### src/rtl/fwd_scoreboard.sv
// Forwarding scoreboard: tracks destination tags of in-flight instructions beyond EX,
// selects the bypass source for each EX operand and requests a stall on load-use.
module fwd_scoreboard #(
    parameter  int ADDR_W  = 5,
    parameter  int DEPTH   = 2,
    parameter  int NUM_SRC = 2,
    localparam int SEL_W   = $clog2(DEPTH + 1)
) (
    input  logic                        clk_i,
    input  logic                        rst_i,
    input  logic                        stall_i,
    input  logic                        flush_i,
    input  logic                        ex_regwrite_i,
    input  logic                        ex_memread_i,
    input  logic [ADDR_W-1:0]           ex_rd_i,
    input  logic [NUM_SRC*ADDR_W-1:0]   src_addr_i,
    output logic [NUM_SRC*SEL_W-1:0]    fwd_sel_o,
    output logic                        hazard_o,
    output logic [15:0]                 hazard_cnt_o
);

    logic [DEPTH-1:0]   r_valid;
    logic [DEPTH-1:0]   r_load;
    logic [ADDR_W-1:0]  r_rd [DEPTH];
    logic [15:0]        r_hazardCnt;

    logic [ADDR_W-1:0]  w_srcAddr [NUM_SRC];
    logic [SEL_W-1:0]   w_sel [NUM_SRC];
    logic [NUM_SRC-1:0] w_srcHazard;
    logic               w_hazard;
    logic               w_newValid;

    // Search from the oldest stage down so the youngest match overwrites older ones.
    // A load sitting in entry[0] cannot be bypassed yet; it raises the hazard instead.
    always_comb begin
        for (int s = 0; s < NUM_SRC; s++) begin
            w_srcAddr[s]   = src_addr_i[s*ADDR_W +: ADDR_W];
            w_sel[s]       = '0;
            w_srcHazard[s] = 1'b0;
            if (w_srcAddr[s] != '0) begin
                for (int k = DEPTH - 1; k >= 0; k--) begin
                    if (r_valid[k] && (r_rd[k] == w_srcAddr[s]) && !((k == 0) && r_load[0])) begin
                        w_sel[s] = SEL_W'(k + 1);
                    end
                end
                if (r_valid[0] && r_load[0] && (r_rd[0] == w_srcAddr[s])) begin
                    w_srcHazard[s] = 1'b1;
                end
            end
        end
    end

    always_comb begin
        fwd_sel_o = '0;
        for (int s = 0; s < NUM_SRC; s++) begin
            fwd_sel_o[s*SEL_W +: SEL_W] = w_sel[s];
        end
    end

    assign w_hazard     = |w_srcHazard;
    assign hazard_o     = w_hazard;
    assign hazard_cnt_o = r_hazardCnt;
    assign w_newValid   = ex_regwrite_i & ~flush_i & (ex_rd_i != '0);

    // Tag pipeline: stall freezes everything, a hazard injects a bubble into entry[0].
    always_ff @(posedge clk_i or posedge rst_i) begin
        if (rst_i) begin
            r_valid     <= '0;
            r_load      <= '0;
            r_hazardCnt <= '0;
            for (int k = 0; k < DEPTH; k++) begin
                r_rd[k] <= '0;
            end
        end else if (!stall_i) begin
            for (int k = 1; k < DEPTH; k++) begin
                r_valid[k] <= r_valid[k-1];
                r_load[k]  <= r_load[k-1];
                r_rd[k]    <= r_rd[k-1];
            end
            if (w_hazard) begin
                r_valid[0] <= 1'b0;
                r_load[0]  <= 1'b0;
                r_rd[0]    <= '0;
                if (r_hazardCnt != 16'hFFFF) begin
                    r_hazardCnt <= r_hazardCnt + 16'd1;
                end
            end else begin
                r_valid[0] <= w_newValid;
                r_load[0]  <= ex_memread_i;
                r_rd[0]    <= ex_rd_i;
            end
        end
    end

endmodule

### config.mk
export PLATFORM = sky130hd
export DESIGN_NAME = fwd_scoreboard
export DESIGN_NICKNAME = d
export VERILOG_FILES = /design/src/rtl/fwd_scoreboard.sv
export SDC_FILE = /design/constraint.sdc
export NUM_CORES = 1
export LEC_CHECK = 0
export BUFFER_PORTS_ARGS = -buffer_cell sky130_fd_sc_hd__buf_2
export CAP_MARGIN = 25
export CORE_MARGIN = 2
export CORE_UTILIZATION = 49
export CTS_BUF_LIST = sky130_fd_sc_hd__clkbuf_2
export DETAILED_ROUTE_END_ITERATION = 10
export HOLD_SLACK_MARGIN = 0.03
export PLACE_DENSITY = 0.81
export SYNTH_ARGS = -nofsm -noshare
export SYNTH_HDL_FRONTEND = slang
export SYNTH_SLANG_ARGS = --single-unit
### constraint.sdc
create_clock -name clk_i -period 1.8 [get_ports clk_i]
set_input_delay 0.18 -clock clk_i [delete_from_list [all_inputs] [get_ports clk_i]]
set_output_delay 0.18 -clock clk_i [all_outputs]
set_load 0.02 [all_outputs]
Word level (Yosys, flattened, before mapping):

Cells that the tools add are included.
Widths: inputs -> output; s select.

* register bits: 29
* output and inout bits: 21
* logic and storage cells: 43

* add/subtract/negate cells: 1
* equality and inequality tests: 5
* muxes and demuxes: 13
* bitwise gates (word level): 4
* reductions and logical operators: 15

Operator list (number)
* $eq 5x5->1: 4
* $add 16x1->16 const B: 1
* $ne 16x16->1 const B: 1
* $reduce_bool 5->1: 3
* $mux 2: 6
* $logic_and 1x1->1: 9
* $mux 1: 6
* $mux 5: 1
* $reduce_and 3->1: 1
* $and 1x1->1: 2
* $not 1->1: 2
* $reduce_or 2->1: 1
* $logic_not 1->1: 1

Depth between registers and ports, before layout:

* depth after elaboration: 6
* gate-level depth with buffers: 6
* mapped depth without buffers: 6

Least setup slack after synthesis:

OpenSTA, ideal clock, no wires.

* path kind: reg-to-reg
* start point: reg r_hazardCnt[4] (netlist: hazard_cnt_o[4])
* end point: reg r_hazardCnt[1] (netlist: hazard_cnt_o[1])
* data arrival time: 1.644 ns
* required time: 1.675 ns
* setup slack: 0.031 ns
* stages on the path, launching flop included: 7
* clock period less this slack: 1.769 ns
* path through: dfrtp_1 nand4_1 nor2_1 and4_1 o21bai_4 nor3_2 mux2_4

* cells in the longest elaborated chain, start to end: 2

Ends and longest elaborated chain
* start, declared: line 25 `logic [15:0] r_hazardCnt;`
* start signal, assigned: line 85 `r_hazardCnt <= r_hazardCnt + 16'd1;`
* $ne 16x16->1: line 84 `if (r_hazardCnt != 16'hFFFF) begin`
* $reduce_and 3->1 (no source line)

Every way passes these cells.
A chain may end at the register's enable or synchronous reset.

Final worst setup path:

* start point: reg r_rd[1] in the netlist's numbering
* end point: out fwd_sel_o[3]

* cells in the longest elaborated chain, start to end: 5

Ends and longest elaborated chain
* start, declared: line 24 `logic [ADDR_W-1:0] r_rd [DEPTH];`
* start signal, assigned by index: line 78 `r_rd[k] <= r_rd[k-1];`
* $eq 5x5->1: line 42 `if (r_valid[k] && (r_rd[k] == w_srcAddr[s]) && !((k == 0) && r_load[0])) begin`
* $logic_and 1x1->1: line 42
* $mux 2 (2 in series): line 42
* $mux 2: line 40 `if (w_srcAddr[s] != '0) begin`
* end, declared: line 17 `output logic [NUM_SRC*SEL_W-1:0] fwd_sel_o,`

Every way passes these cells.

==> results.cfg <==
[run_status]
status = finished, violations left
violations = setup timing

[power]
p_switching_uw = 470.7
p_leak_uw = 0.001256
clock_power_share = 0.225
seqPwrFrac = 0.518
intPower_uw = 960.3
p_comb_frac = 0.257
p_per_area_mw_per_mm2 = 573.0
switching_share = 0.3290
ir_drop_uv = 451.5

[sta]
relSlewSlack = 0.7517
period_needed_ns = 2.103
fin_crit_sh = 1.168
max_clock_freq_mhz = 475.6
timing.final.ws_setup_ns = -0.3026
clock-skew-final_ns = 0.02868
hold_viol = 0
drv_slew = 0
finalSetupViolCount = 21
tightest_slew_ns = 0.3725
whs_ns = 0.05202
rsz0062_at_grt = true

[routing]
drt_iter0_drc = 108
via_per_inst = 5.548
firstDrtPassIters = 4
ant_nets = 0
postRouteWirelength_mm = 5.300
via_count = 1609
drt_drc_violations_left = 0
wire_per_inst_um = 18.28

[yosys]
synth_xor_area_frac = 0.1767
synth_mux_area_frac = 0.05662
synth_seq_area_share = 0.4438
synth_area_mm2 = 0.001635
synth_nets = 187
synth-compound-area-share = 0.06044
synth_cell_types = 31
synthCells = 165
yosys_warnings = 0
synth_top_family_by_area = simple AND/OR/NAND/NOR gates
synth-simple-area-share = 0.2387
synth-seq-cells = 29
synthAdderAreaFrac = 0.007651
synth_area_per_cell_um2 = 9.911

[finish]
layout_commonest_cell = buf_2
num-nets-final = 268
layoutNonFillerInstCount = 290
diodes = 0
area_growth_pct = 52.72
drive_above_1_share = 0.5041
final_cell_mix = buf_2, buf_4, dfrtp_1

[global_route]
grt_max_degree = 30
antenna_found_initial = 0
use_met2 = 0.3714
grt_pass1_vias = 1404
grtUsageMet3 = 0.06832
grt_util_met1 = 0.3554
grtUsageTotal = 0.2554
grt_first_pass_wirelength_mm = 6.782
top_usage_layer = met2
grt.overflow.total = 0

[clock_network]
cts_tree = built
cts_buffers = 5
ctsLongestPathBuffers = 2
clock-sinks = 29
cts_root_buf = clkbuf_2
clk_pin_slew_worst_paths_ns = 0.17
cts-htree-levels = 2
clk_latency_ns = 0.39

[critical_path]
worstPathArrival_ns = 1.92
startpoint_type = flip-flop
ff2ff_path_depth = 7
required_ns = 1.62
path_class = reg -> out
crit_path_end_kind = primary output
worstPathMaxFanout = 3

[placement]
dpl.cell_count = 267
hpwl_mm = 2.762
globalplace.congestion = 0.8708
port_buffers = 41

[die]
fp.dieArea_mm2 = 0.003816
chipWidth_um = 61.77
placementRows = 20
initial_utilization = 0.5270
die_h_um = 61.77
core_mm2 = 0.003103
ios = 42

[worst_hold_path]
holdPathStages = 3
hold_class = in -> reg

[flow_run]
maxCapViolCount = 0
-- synth_stat cells, drive strengths merged --
library cell	instances	area share
dfrtp	29	0.44
nand2	23	0.053
xnor2	17	0.091
xor2	16	0.086
nor2	14	0.035
nor3	9	0.037
mux2	7	0.050
nand3	7	0.021
o21ai	7	0.021
inv	5	0.011
nand4	5	0.019
nor4	5	0.019
or4	5	0.023
o21bai	3	0.023
a21oi	2	0.0061
clkbuf	2	0.0046
nor4b	2	0.018
and4	1	0.0054
ha	1	0.0076
mux2i	1	0.0061
nor2b	1	0.0038
o211ai	1	0.0046
o31a	1	0.0054
or3	1	0.0038
-- metal layers --
metal / vias to the layer above / wire [µm]
met5: - / 0
met3: 15 / 375
li1: 737 / -
met4: 0 / 133
met2: 75 / 2636
met1: 782 / 2155
-- layout make-up --
class	instances	area [µm²]
well taps	44	55.05
clock inverters	1	3.754
fillers	190	605.6
clock buffers	6	30.03
repair buffers	76	518.0
flip-flops and latches	29	726.9
inverters	5	18.77
multi-input cells	129	1145
-- what timing repair did --
item | CTS | global route
cloned | 0 | 0
endpoints found under the setup margin | 20 | 21
gates resized for setup | 33 | 27
hold endpoints to repair | 30 | 1
setup buffers | 5 | 10
pin swaps | 16 | 31
hold buffers | 2 | 1
-- power by group through the flow --
| stage | clock (µW) | sequential (µW) | combinational [µW] |
|---|---|---|---|
| after CTS | 319 | 731 | 297 |
| final | 322 | 742 | 367 |
| after global placement | 0 | 742 | 257 |
| after detailed placement | 0 | 744 | 262 |
| after global routing | 351 | 745 | 389 |
| after floorplan | 0 | 748 | 144 |
-- per-stage QoR --
| stage | setup TNS (ns) | cell area (µm²) | setup slack (ns) | util | total power, µW |
|---|---|---|---|---|---|
| 3_3_place_gp | -0.3429 | 2031 | -0.05961 | 0.6544 | 998.7 |
| 2_1_floorplan | 0 | 1635 | 0.03139 | - | 892.1 |
| 6_report | -3.734 | 2497 | -0.3026 | 0.8048 | 1431 |
| 4_1_cts | -0.8828 | 2265 | -0.1753 | 0.7298 | 1347 |
| 5_1_grt | -5.226 | 2497 | -0.3699 | 0.8048 | 1485 |
| 3_5_place_dp | -1.255 | 2031 | -0.1880 | 0.6544 | 1006 |
-- critical path, stage by stage, from the launching register on --
cell     delay, ns
dfrtp_1       0.46
xnor2_1       0.17
nand4_1       0.14
or4_1         0.45
a21oi_2       0.17
buf_6         0.14
-- worst paths after layout --
kind / slack, ns / start / to
worst max-delay path: -0.30 / r_rd[1]$_DFFE_PP0N_ / fwd_sel_o[3]
worst min-delay path: 0.05 / ex_rd_i[1] / r_rd[6]$_DFFE_PP0N_
worst max register to register: -0.27 / r_rd[7]$_DFFE_PP0N_ / hazard_cnt_o[1]$_DFFE_PP0P_
worst min register to register: 0.50 / hazard_cnt_o[11]$_DFFE_PP0P_ / hazard_cnt_o[11]$_DFFE_PP0P_
max in group asynchronous: 1.12 / rst_i / r_rd[4]$_DFFE_PP0N_
min in group asynchronous: 0.37 / rst_i / r_rd[0]$_DFFE_PP0N_
-- kinds of logic (layout without fill, tap and decap cells) --
logic type	Yosys count	in the layout
and+or+nand+nor	73	73
xor gates and xnor gates	33	33
buffers and inverters	7	88
muxes	8	8
DFF	29	29
adders and majority gates	1	1
AOI/OAI and AO/OA	14	14
-- registers in the layout, indices dropped and copies added, names as in the netlist --
register / cells
r_valid: 2
r_rd: 10
r_load: 1
hazard_cnt_o: 16
Power figures use the tool's default switching activity.
